--- config.mk ---
export PLATFORM = sky130hd
export DESIGN_NAME = m_cache_ctrl
export DESIGN_NICKNAME = d
export VERILOG_FILES = /design/src/rtl/m_cache_ctrl.sv
export SDC_FILE = /design/constraint.sdc
export NUM_CORES = 1
export LEC_CHECK = 0
export ABC_AREA = 1
export CORE_ASPECT_RATIO = 0.7
export CORE_MARGIN = 5
export CORE_UTILIZATION = 32
export CTS_CLUSTER_DIAMETER = 200
export DETAILED_ROUTE_END_ITERATION = 8
export GPL_TIMING_DRIVEN = 0
export SLEW_MARGIN = 30
export SYNTH_ARGS = -nofsm -noshare
export SYNTH_HDL_FRONTEND = slang
export SYNTH_SLANG_ARGS = --single-unit
--- constraint.sdc ---
create_clock -name w_clk -period 2.1 [get_ports w_clk]
set_input_delay 0.42 -clock w_clk [delete_from_list [all_inputs] [get_ports w_clk]]
set_output_delay 0.42 -clock w_clk [all_outputs]
set_load 0.05 [all_outputs]
--- src/rtl/m_cache_ctrl.sv ---
// rtl/m_cache_ctrl.sv - miss/refill, write-through and invalidate sequencer for a 32-line direct-mapped cache
module m_cache_ctrl #(
    parameter int CNT_W = 32
) (
    input  logic             w_clk,
    input  logic             w_rst,
    input  logic             w_req,
    input  logic             w_wr,
    input  logic [31:0]      w_adr,
    input  logic [31:0]      w_wdata,
    output logic             w_ready,
    output logic [31:0]      w_rdata,
    input  logic             w_flush,
    output logic             w_busy,
    output logic [31:0]      c_adr,
    input  logic             c_hit,
    input  logic [31:0]      c_dout,
    output logic             c_we,
    output logic [4:0]       c_wadr,
    output logic [57:0]      c_wd,
    output logic             m_req,
    output logic             m_wr,
    output logic [31:0]      m_adr,
    output logic [31:0]      m_wdata,
    input  logic             m_ack,
    input  logic [31:0]      m_rdata,
    output logic [CNT_W-1:0] r_hits,
    output logic [CNT_W-1:0] r_miss
);

    typedef enum logic [2:0] {
        S_IDLE  = 3'd0,
        S_FILL  = 3'd1,
        S_WRITE = 3'd2,
        S_FLUSH = 3'd3,
        S_RESP  = 3'd4
    } state_t;

    localparam logic [CNT_W-1:0] CNT_ONE = {{(CNT_W-1){1'b0}}, 1'b1};
    localparam logic [CNT_W-1:0] CNT_MAX = {CNT_W{1'b1}};

    state_t      r_state;
    logic [31:0] r_adr;     // word address of the access in flight
    logic [31:0] r_wdata;   // store data of the access in flight
    logic [31:0] r_resp;    // data returned in RESP (0 for stores)
    logic        r_upd;     // store hit the cache: update the line on completion
    logic [4:0]  r_fidx;    // next line to invalidate
    logic        r_mreq;
    logic        r_mwr;

    logic        w_idle;
    logic        w_hit_ld;

    assign w_idle   = (r_state == S_IDLE);
    // A pending flush takes priority, so a hit is only served when no flush is seen
    assign w_hit_ld = w_idle && !w_flush && w_req && !w_wr && c_hit;

    assign c_adr   = w_adr;
    assign w_busy  = !w_idle;
    assign m_req   = r_mreq;
    assign m_wr    = r_mwr;
    assign m_adr   = r_adr;
    assign m_wdata = r_wdata;

    // Sequencer state, transaction latches, memory request and event counters
    always_ff @(posedge w_clk) begin
        if (w_rst) begin
            r_state <= S_IDLE;
            r_adr   <= 32'd0;
            r_wdata <= 32'd0;
            r_resp  <= 32'd0;
            r_upd   <= 1'b0;
            r_fidx  <= 5'd0;
            r_mreq  <= 1'b0;
            r_mwr   <= 1'b0;
            r_hits  <= '0;
            r_miss  <= '0;
        end else begin
            case (r_state)
                S_IDLE: begin
                    if (w_flush) begin
                        r_fidx  <= 5'd0;
                        r_state <= S_FLUSH;
                    end else if (w_req) begin
                        if (w_wr) begin
                            r_adr   <= {w_adr[31:2], 2'b00};
                            r_wdata <= w_wdata;
                            r_upd   <= c_hit;
                            r_mreq  <= 1'b1;
                            r_mwr   <= 1'b1;
                            r_state <= S_WRITE;
                        end else if (c_hit) begin
                            if (r_hits != CNT_MAX)
                                r_hits <= r_hits + CNT_ONE;
                        end else begin
                            r_adr   <= {w_adr[31:2], 2'b00};
                            r_mreq  <= 1'b1;
                            r_mwr   <= 1'b0;
                            r_state <= S_FILL;
                            if (r_miss != CNT_MAX)
                                r_miss <= r_miss + CNT_ONE;
                        end
                    end
                end
                S_FILL: begin
                    if (m_ack) begin
                        r_resp  <= m_rdata;
                        r_mreq  <= 1'b0;
                        r_state <= S_RESP;
                    end
                end
                S_WRITE: begin
                    if (m_ack) begin
                        r_resp  <= 32'd0;
                        r_mreq  <= 1'b0;
                        r_mwr   <= 1'b0;
                        r_state <= S_RESP;
                    end
                end
                S_FLUSH: begin
                    r_fidx <= r_fidx + 5'd1;
                    if (r_fidx == 5'd31)
                        r_state <= S_IDLE;
                end
                S_RESP: begin
                    r_state <= S_IDLE;
                end
                default: begin
                    r_state <= S_IDLE;
                end
            endcase
        end
    end

    // CPU response: zero-latency hits from the array, misses and stores from RESP
    always_comb begin
        w_ready = 1'b0;
        w_rdata = 32'd0;
        if (w_hit_ld) begin
            w_ready = 1'b1;
            w_rdata = c_dout;
        end else if (r_state == S_RESP) begin
            w_ready = 1'b1;
            w_rdata = r_resp;
        end
    end

    // Cache write port: refill on read ack, write-through update on store-hit ack, invalidate sweep
    always_comb begin
        c_we   = 1'b0;
        c_wadr = 5'd0;
        c_wd   = 58'd0;
        case (r_state)
            S_FILL: begin
                if (m_ack) begin
                    c_we   = 1'b1;
                    c_wadr = r_adr[6:2];
                    c_wd   = {1'b1, r_adr[31:7], m_rdata};
                end
            end
            S_WRITE: begin
                if (m_ack && r_upd) begin
                    c_we   = 1'b1;
                    c_wadr = r_adr[6:2];
                    c_wd   = {1'b1, r_adr[31:7], r_wdata};
                end
            end
            S_FLUSH: begin
                c_we   = 1'b1;
                c_wadr = r_fidx;
                c_wd   = 58'd0;
            end
            default: begin
                c_we = 1'b0;
            end
        endcase
    end

endmodule
==> parameters.txt, run 1 <==
Parameter                              Value

Power and ir drop
  Internal power contribution ... 7.52 mW
  Total power density per cell area ... 809 nW/um2
  Static Leakage ... 6.70 nW
  Largest voltage drop on the vdd net ... 0.652 mV
  Power share of the sequential group ... 29.2%
  Total power after layout ... 12.7 mW
  Comb power frac ... 44.6%
  Share of total power in the clock network ... 26.2%
  Switching portion of total power ... 40.9%
  Net Sw Power ... 5.20 mW

Placement
  HPWL Detailed ... 32000 um
  Dpl ws ... -1.26 ns
  Placer Congestion ... 0.905
  Port buffer count ... 389
  Post-Place Cell Area ... 13600 um2
  Number of instances in the placed design ... 2081

STA
  Worst-case setup margin in the final layout ... -0.226 ns
  Setup Total Neg Slack ... -13.84 ns
  Pins over their slew limit ... 0
  RSZ-0062 raised after global routing ... true
  Measured slew at the worst slew-check pin ... 0.778 ns
  Worst-case hold slack ... 0.463 ns
  Slew HR ... 48.1%
  Number of hold violations in the final report ... 0
  Maximum clock rate ... 0.430 GHz
  Final worst clock skew ... 0.0118 ns
  Final setup vio count ... 95
  Clock period minus final worst setup slack ... 2.33 ns
  Ratio of final minimum period to clock period ... 111%

Synth
  Number of synthesized flops with an enable pin ... 0
  Number of unique standard cell types used by synthesis ... 38
  Total number of yosys warnings ... 0
  Seq/Total Area, Yosys ... 38.0%
  Synthesized-area fraction occupied by xor and xnor cells ... 1.47%
  Synthesized-area fraction occupied by ao, oa, aoi and oai cells ... 19.4%
  Combinational family with the most area after synthesis ... simple AND/OR/NAND/NOR gates
  Netlist area before placement ... 8910 um2
  Most used flip-flop cell after synthesis ... sky130_fd_sc_hd__dfxtp_1
  Synthesized instance count ... 1320
  Flops & latches, synth ... 169
  Adder and majority gate portion of the synthesized area ... 0.562%
  Async SR Flop Fraction ... 0%
  Multiplexer share of the synthesized area ... 0%
  Simple-gate area share of the yosys netlist ... 28.3%
  Post-synthesis area per instance ... 6.75 um2

Global routing
  Antenna violations before repair ... 4
  Sum of overflow across all layers after global routing ... 0
  Maximum number of pins on one net before global-route repair ... 17
  Global router's overall resource usage ... 24.1%
  Global-route wire length before repair ... 58800 um
  Vias in the first global route ... 9779

Detailed routing
  # DRC ... 0
  WL/cell ... 19.1 um
  DR vias ... 10713
  Count of routing violations after the opening detailed-route iteration ... 586
  Number of search-and-repair iterations in the first detailed-routing pass ... 5
  Detail Route Antenna Nets ... 0
  Sum of routed wire length over all layers ... 41600 um
  Mean number of vias per cell ... 4.91

Outcome
  Status ... finished, violations left
  Violations in the final reports ... negative setup slack

Critical path
  Start point of the critical path ... r_state[0]
  Standard cell with the maximum stage delay on the critical path ... sky130_fd_sc_hd__dfxtp_4
  Crit Path Category ... reg2out
  Worst path buffer plus inverter count ... 4
  Critical-path maximum fanout ... 5
  Cell type group with the largest total delay on the critical path ... buffers and inverters
  Data arrival at the endpoint of the critical path ... 1.91 ns
  Crit path cell chain ... buf_6 -> nor2_8 -> nand3_4 -> nor2_8 -> buf_12 -> buf_8 -> a32o_2 -> buf_8
  Startpoint class of the critical path ... register
  Crit Reg-Reg Startpoint ... r_state[0]
  CP Data Required Time ... 1.68 ns
  Crit. End Element ... output pin
  Slowest cell delay on critical path ... 0.37 ns

Clock network
  Number of H-tree levels ... 4
  TritonCTS clock tree ... built
  Clock latency on the worst-skew pair ... 0.44 ns
  Number of clock sinks seen by CTS ... 169
  Root buffer cell ... sky130_fd_sc_hd__clkbuf_16
  CTS Buffer Depth ... 2
  Clk pin slew, worst setup/hold paths ... 0.07 ns
  CTS Hold Buffers Added ... 0
  Number of clock buffers inserted by TritonCTS ... 17

Floorplanning
  Area of the core ... 27600 um2
  Y dimension of the die ... 150 um
  Die Wd ... 209 um
  Count of boundary I/O pins ... 395
  Count of standard-cell rows ... 51
  Die Area ... 31300 um2
  Initial Util ... 32.3%

Cells and area
  Fraction of final layout cells sized beyond drive strength 1 ... 24.0%
  Layout fillers ... 2592
  Count of non-filler cells in the finished layout ... 2181
  Synth-to-Final Area Change ... 76.6%
  Cell area after layout ... 15700 um2
  Core utilization of the finished layout ... 57.0%
  Most common library cell in the layout ignoring fill and taps ... sky130_fd_sc_hd__nand2_1
  Number of nets in the finished design ... 1937
  Commonest cells after routing, fill and taps aside ... sky130_fd_sc_hd__nand2_1, sky130_fd_sc_hd__clkdlybuf4s50_1, sky130_fd_sc_hd__dfxtp_1

Min path
  Start point of the worst hold path ... r_resp[10]
  Min-delay worst type ... reg2reg

Job
  Number of max-cap violations ... 0
==> Yosys cell counts, types with 3 or more instances <==
library cell               number  area (um2)
sky130_fd_sc_hd__nand4_1       16         100
sky130_fd_sc_hd__o21ai_1        3        15.0
sky130_fd_sc_hd__dfxtp_1      169        3380
sky130_fd_sc_hd__buf_6          3        33.8
sky130_fd_sc_hd__buf_2         29         145
sky130_fd_sc_hd__inv_2          5        18.8
sky130_fd_sc_hd__ha_1           4        50.1
sky130_fd_sc_hd__clkbuf_1      27         101
sky130_fd_sc_hd__nor2_1       175         657
sky130_fd_sc_hd__a21oi_1      143         716
sky130_fd_sc_hd__nand2_1      313        1170
sky130_fd_sc_hd__inv_1        133         499
sky130_fd_sc_hd__buf_4         35         263
sky130_fd_sc_hd__nand3_1       47         235
sky130_fd_sc_hd__nand2_2        3        18.8
sky130_fd_sc_hd__xnor2_1        7        61.3
sky130_fd_sc_hd__nor3_1         7        35.0
sky130_fd_sc_hd__o21bai_1      11        82.6
sky130_fd_sc_hd__nand3b_1       8        60.1
sky130_fd_sc_hd__buf_1          3        11.3
sky130_fd_sc_hd__nor2_4         6        67.6
sky130_fd_sc_hd__xor2_1         8        70.1
sky130_fd_sc_hd__nand2_4        3        33.8
sky130_fd_sc_hd__o21ai_0      106         531
sky130_fd_sc_hd__nor2_2         6        37.5
sky130_fd_sc_hd__a32o_1        35         350
==> sequential cells by signal, indices dropped and copies added, names as in the netlist, 3 cells and up <==
signal	cells
m_adr	30
m_wdata	32
r_fidx	5
r_hits	32
r_miss	32
r_resp	32
r_state	3
==> metal layers <==
layer / wire [um] / GRT usage [%] / up-vias
met3: 3350 / 6.39 / 51
met1: 18500 / 33.2 / 5003
li1: - / - / 5233
met2: 19100 / 38.4 / 420
met4: 742 / 4.83 / 6
met5: 34 / 0 / -
==> worst register-to-register path: cells and delay by family (launching register included) <==
kind | cells | cell delay [ns]
AOI/OAI and AO/OA | 1 | 0.12
and+or+nand+nor | 5 | 0.53
DFF | 1 | 0.37
buffers and inverters | 7 | 0.88
==> final cells by class <==
cell class / instances / area [um2] / area share (%)
Antenna cell: 1 / 2.50 / 0.0159
Buffer: 96 / 731 / 4.64
Clock buffer: 23 / 478 / 3.04
Clock inverter: 7 / 118 / 0.747
Inverter: 139 / 539 / 3.43
Multi-Input combinational cell: 915 / 5270 / 33.5
Sequential cell: 169 / 3400 / 21.6
Tap cell: 371 / 464 / 2.95
Timing Repair Buffer: 459 / 4730 / 30.1
Timing Repair inverter: 1 / 8.76 / 0.0557
==> power by group through the flow <==
stage / combinational [mW] / clock [mW] / sequential (mW)
finish: 5.67 / 3.34 / 3.72
floorplan: 2.31 / 0 / 4.29
CTS: 5.10 / 3.39 / 3.71
detailed placement: 4.56 / 0 / 3.73
global placement: 4.55 / 0 / 3.72
global route: 5.95 / 3.52 / 3.74
==> cell families (layout without fill, tap and decap cells) <==
logic type,after synthesis,count (layout)
AOI/OAI and AO/OA,302,302
xor gates and xnor gates,15,15
adders and majority gates,4,4
buffers and inverters,237,725
DFF,169,169
other,1,3
and+or+nand+nor,592,592
==> path summary, 6_finish.rpt <==
check,to,slack [ns],depth (start not counted)
hold reg to reg,r_resp[10],0.46,2
hold / removal,r_resp[10],0.46,2
setup reg to reg,r_hits[15],0.13,13
setup / recovery,w_rdata[22],-0.23,8
==> what timing repair did <==
item,CTS,global route
gates resized for setup,909,127
pin swaps,10,20
setup buffers,19,44
hold endpoints to repair,0,0
gates cloned,3,7
endpoints found under the setup margin,196,138
(Power assumes the default switching activity.)
==> run 2: changes to the inputs <==
--- a/config.mk
+++ b/config.mk
@@ -12,5 +12,4 @@
 export CTS_CLUSTER_DIAMETER = 200
 export DETAILED_ROUTE_END_ITERATION = 8
-export GPL_TIMING_DRIVEN = 0
 export SLEW_MARGIN = 30
 export SYNTH_ARGS = -nofsm -noshare
==> constraint.sdc (replaced) <==
create_clock -name w_clk -period 2.1 [get_ports w_clk]
set_input_delay 0.42 -clock w_clk [delete_from_list [all_inputs] [get_ports w_clk]]
set_output_delay 0.42 -clock w_clk [all_outputs]
set_load 0.02 [all_outputs]
==> run 2 against run 1 <==
Via count fell by 3.9%. Highest routed layer is now met4. The flow still finishes with violations (negative setup slack). Worst setup slack gained 0.060 ns. Register-to-register slack barely moved. Wire length shrank 12%.
==> parameters.txt, run 2 (synthesis gave the netlist of run 1 again) <==
Parameter                              Value

Outcome
  Status ... finished, violations left
  Violations in the final reports ... negative setup slack

Power and ir drop
  Static Leakage ... 5.81 nW
  Total power density per cell area ... 764 nW/um2
  Largest voltage drop on the vdd net ... 0.682 mV

Global routing
  Antenna violations before repair ... 1
  Vias in the first global route ... 9726
  Sum of overflow across all layers after global routing ... 0
  Global-route wire length before repair ... 54700 um
  Global router's overall resource usage ... 21.9%
  Maximum number of pins on one net before global-route repair ... 61

Detailed routing
  Mean number of vias per cell ... 4.81
  # DRC ... 0
  Sum of routed wire length over all layers ... 36800 um
  Detail Route Antenna Nets ... 0
  Number of search-and-repair iterations in the first detailed-routing pass ... 5
  WL/cell ... 17.2 um
  DR vias ... 10298
  Count of routing violations after the opening detailed-route iteration ... 610

Floorplanning
  Count of standard-cell rows ... 51
  Y dimension of the die ... 150 um
  Die Area ... 31300 um2
  Count of boundary I/O pins ... 395
  Area of the core ... 27600 um2
  Initial Util ... 32.3%
  Die Wd ... 209 um

Placement
  Port buffer count ... 388
  HPWL Detailed ... 27000 um
  Number of instances in the placed design ... 2088
  Placer Congestion ... 0.939

Cells and area
  Fraction of final layout cells sized beyond drive strength 1 ... 20.6%
  Sequential cell area ... 3390 um2
  Commonest cells after routing, fill and taps aside ... sky130_fd_sc_hd__nand2_1, sky130_fd_sc_hd__clkdlybuf4s50_1, sky130_fd_sc_hd__dfxtp_1
  Number of nets in the finished design ... 1893
  Area used by multi-input combinational logic ... 4780 um2
  Synth-to-Final Area Change ... 66.7%
  Core utilization of the finished layout ... 53.8%
  Count of non-filler cells in the finished layout ... 2139
  Most common library cell in the layout ignoring fill and taps ... sky130_fd_sc_hd__nand2_1
  Layout fillers ... 2661

STA
  Number of hold violations in the final report ... 0
  Worst-case setup margin in the final layout ... -0.166 ns
  Clock period minus final worst setup slack ... 2.27 ns
  Worst-case hold slack ... 0.464 ns
  Pins over their slew limit ... 0
  RSZ-0062 raised after global routing ... true
  Slew HR ... 49.9%
  Final worst clock skew ... 0.0145 ns
  Measured slew at the worst slew-check pin ... 0.751 ns
  Final setup vio count ... 94
  Maximum clock rate ... 0.441 GHz
  Ratio of final minimum period to clock period ... 108%

Job
  Number of max-cap violations ... 0

Critical path
  Critical-path maximum fanout ... 7
  Crit path cell chain ... clkdlybuf4s50_1 -> nor2_4 -> nand3_4 -> nor2_8 -> buf_6 -> buf_16 -> a32o_1 -> buf_6
  Standard cell with the maximum stage delay on the critical path ... sky130_fd_sc_hd__clkdlybuf4s50_1
  Cell type group with the largest total delay on the critical path ... buffers and inverters
  Startpoint class of the critical path ... input port
  Crit Path Category ... in2out
  Worst path buffer plus inverter count ... 4
  Crit. End Element ... output pin
  CP Data Required Time ... 1.68 ns
  Crit Reg-Reg Startpoint ... r_state[1]
  Start point of the critical path ... w_flush
  Slowest cell delay on critical path ... 0.46 ns
  Data arrival at the endpoint of the critical path ... 1.85 ns
  Most Frequent Cell on Critical Path ... sky130_fd_sc_hd__buf_6

Clock network
  CTS Hold Buffers Added ... 0
  Number of clock buffers inserted by TritonCTS ... 17
  Clock latency on the worst-skew pair ... 0.44 ns
  TritonCTS clock tree ... built
  Number of clock sinks seen by CTS ... 169
  CTS Buffer Depth ... 2
  Clk pin slew, worst setup/hold paths ... 0.07 ns
  Root buffer cell ... sky130_fd_sc_hd__clkbuf_16
  Number of H-tree levels ... 4

Min path
  Min-delay worst type ... reg2reg
  Start point of the worst hold path ... m_wr
## run 2: worst min-delay path: cells and delay by family, from the launching register on
family           cells  cell delay [ns]
AO/OA/AOI/OAI        1             0.05
flip-flops           1             0.31
AND/OR/NAND/NOR      1             0.06
## run 2: path summary, 6_finish.rpt
check	depth (start not counted)	slack (ns)	end
worst max-delay path	8	-0.17	w_rdata[1]
worst min-delay path	2	0.46	m_wr
worst max register to register	12	0.14	r_miss[23]
worst min register to register	2	0.46	m_wr
## run 2: metal layers
layer	vias to the layer above	global-route usage, %	share of wire, %
met1	4734	28.6	43
met3	42	7.33	8.9
met5	-	0	0
met2	382	35.4	47
met4	0	5.18	1.7
li1	5140	-	-
## run 2: repair_timing
action	4_1_cts	5_1_grt
gates cloned	2	3
resized for setup	595	145
setup endpoints to repair	98	100
buffers inserted	7	7
pin swaps	4	7
## run 2: layout make-up
type | count | area share [%]
Antenna cell | 1 | 0.0168
Clock buffer | 20 | 3.07
Clock inverter | 12 | 0.943
Inverter | 139 | 3.65
Multi-Input combinational cell | 915 | 32.2
Sequential cell | 169 | 22.8
Tap cell | 371 | 3.12
Timing Repair Buffer | 512 | 34.2
## run 2: through the flow
stage | worst slack (ns) | TNS, ns | power, mW | area (um2)
floorplan | 0.113 | 0 | 5.60 | 8920
global placement | -0.643 | -61.91 | 7.47 | 13600
detailed placement | -0.673 | -65.17 | 7.51 | 13600
CTS | -0.241 | -8.77 | 10.9 | 14400
global route | -0.224 | -16.66 | 11.9 | 14900
finish | -0.166 | -6.80 | 11.4 | 14900
## run 2: power breakdown
group	leakage (nW)	switching, mW	internal (mW)
Sequential	1.37	0.195	3.49
Combinational	4.15	2.51	1.89
Clock	0.284	1.43	1.83
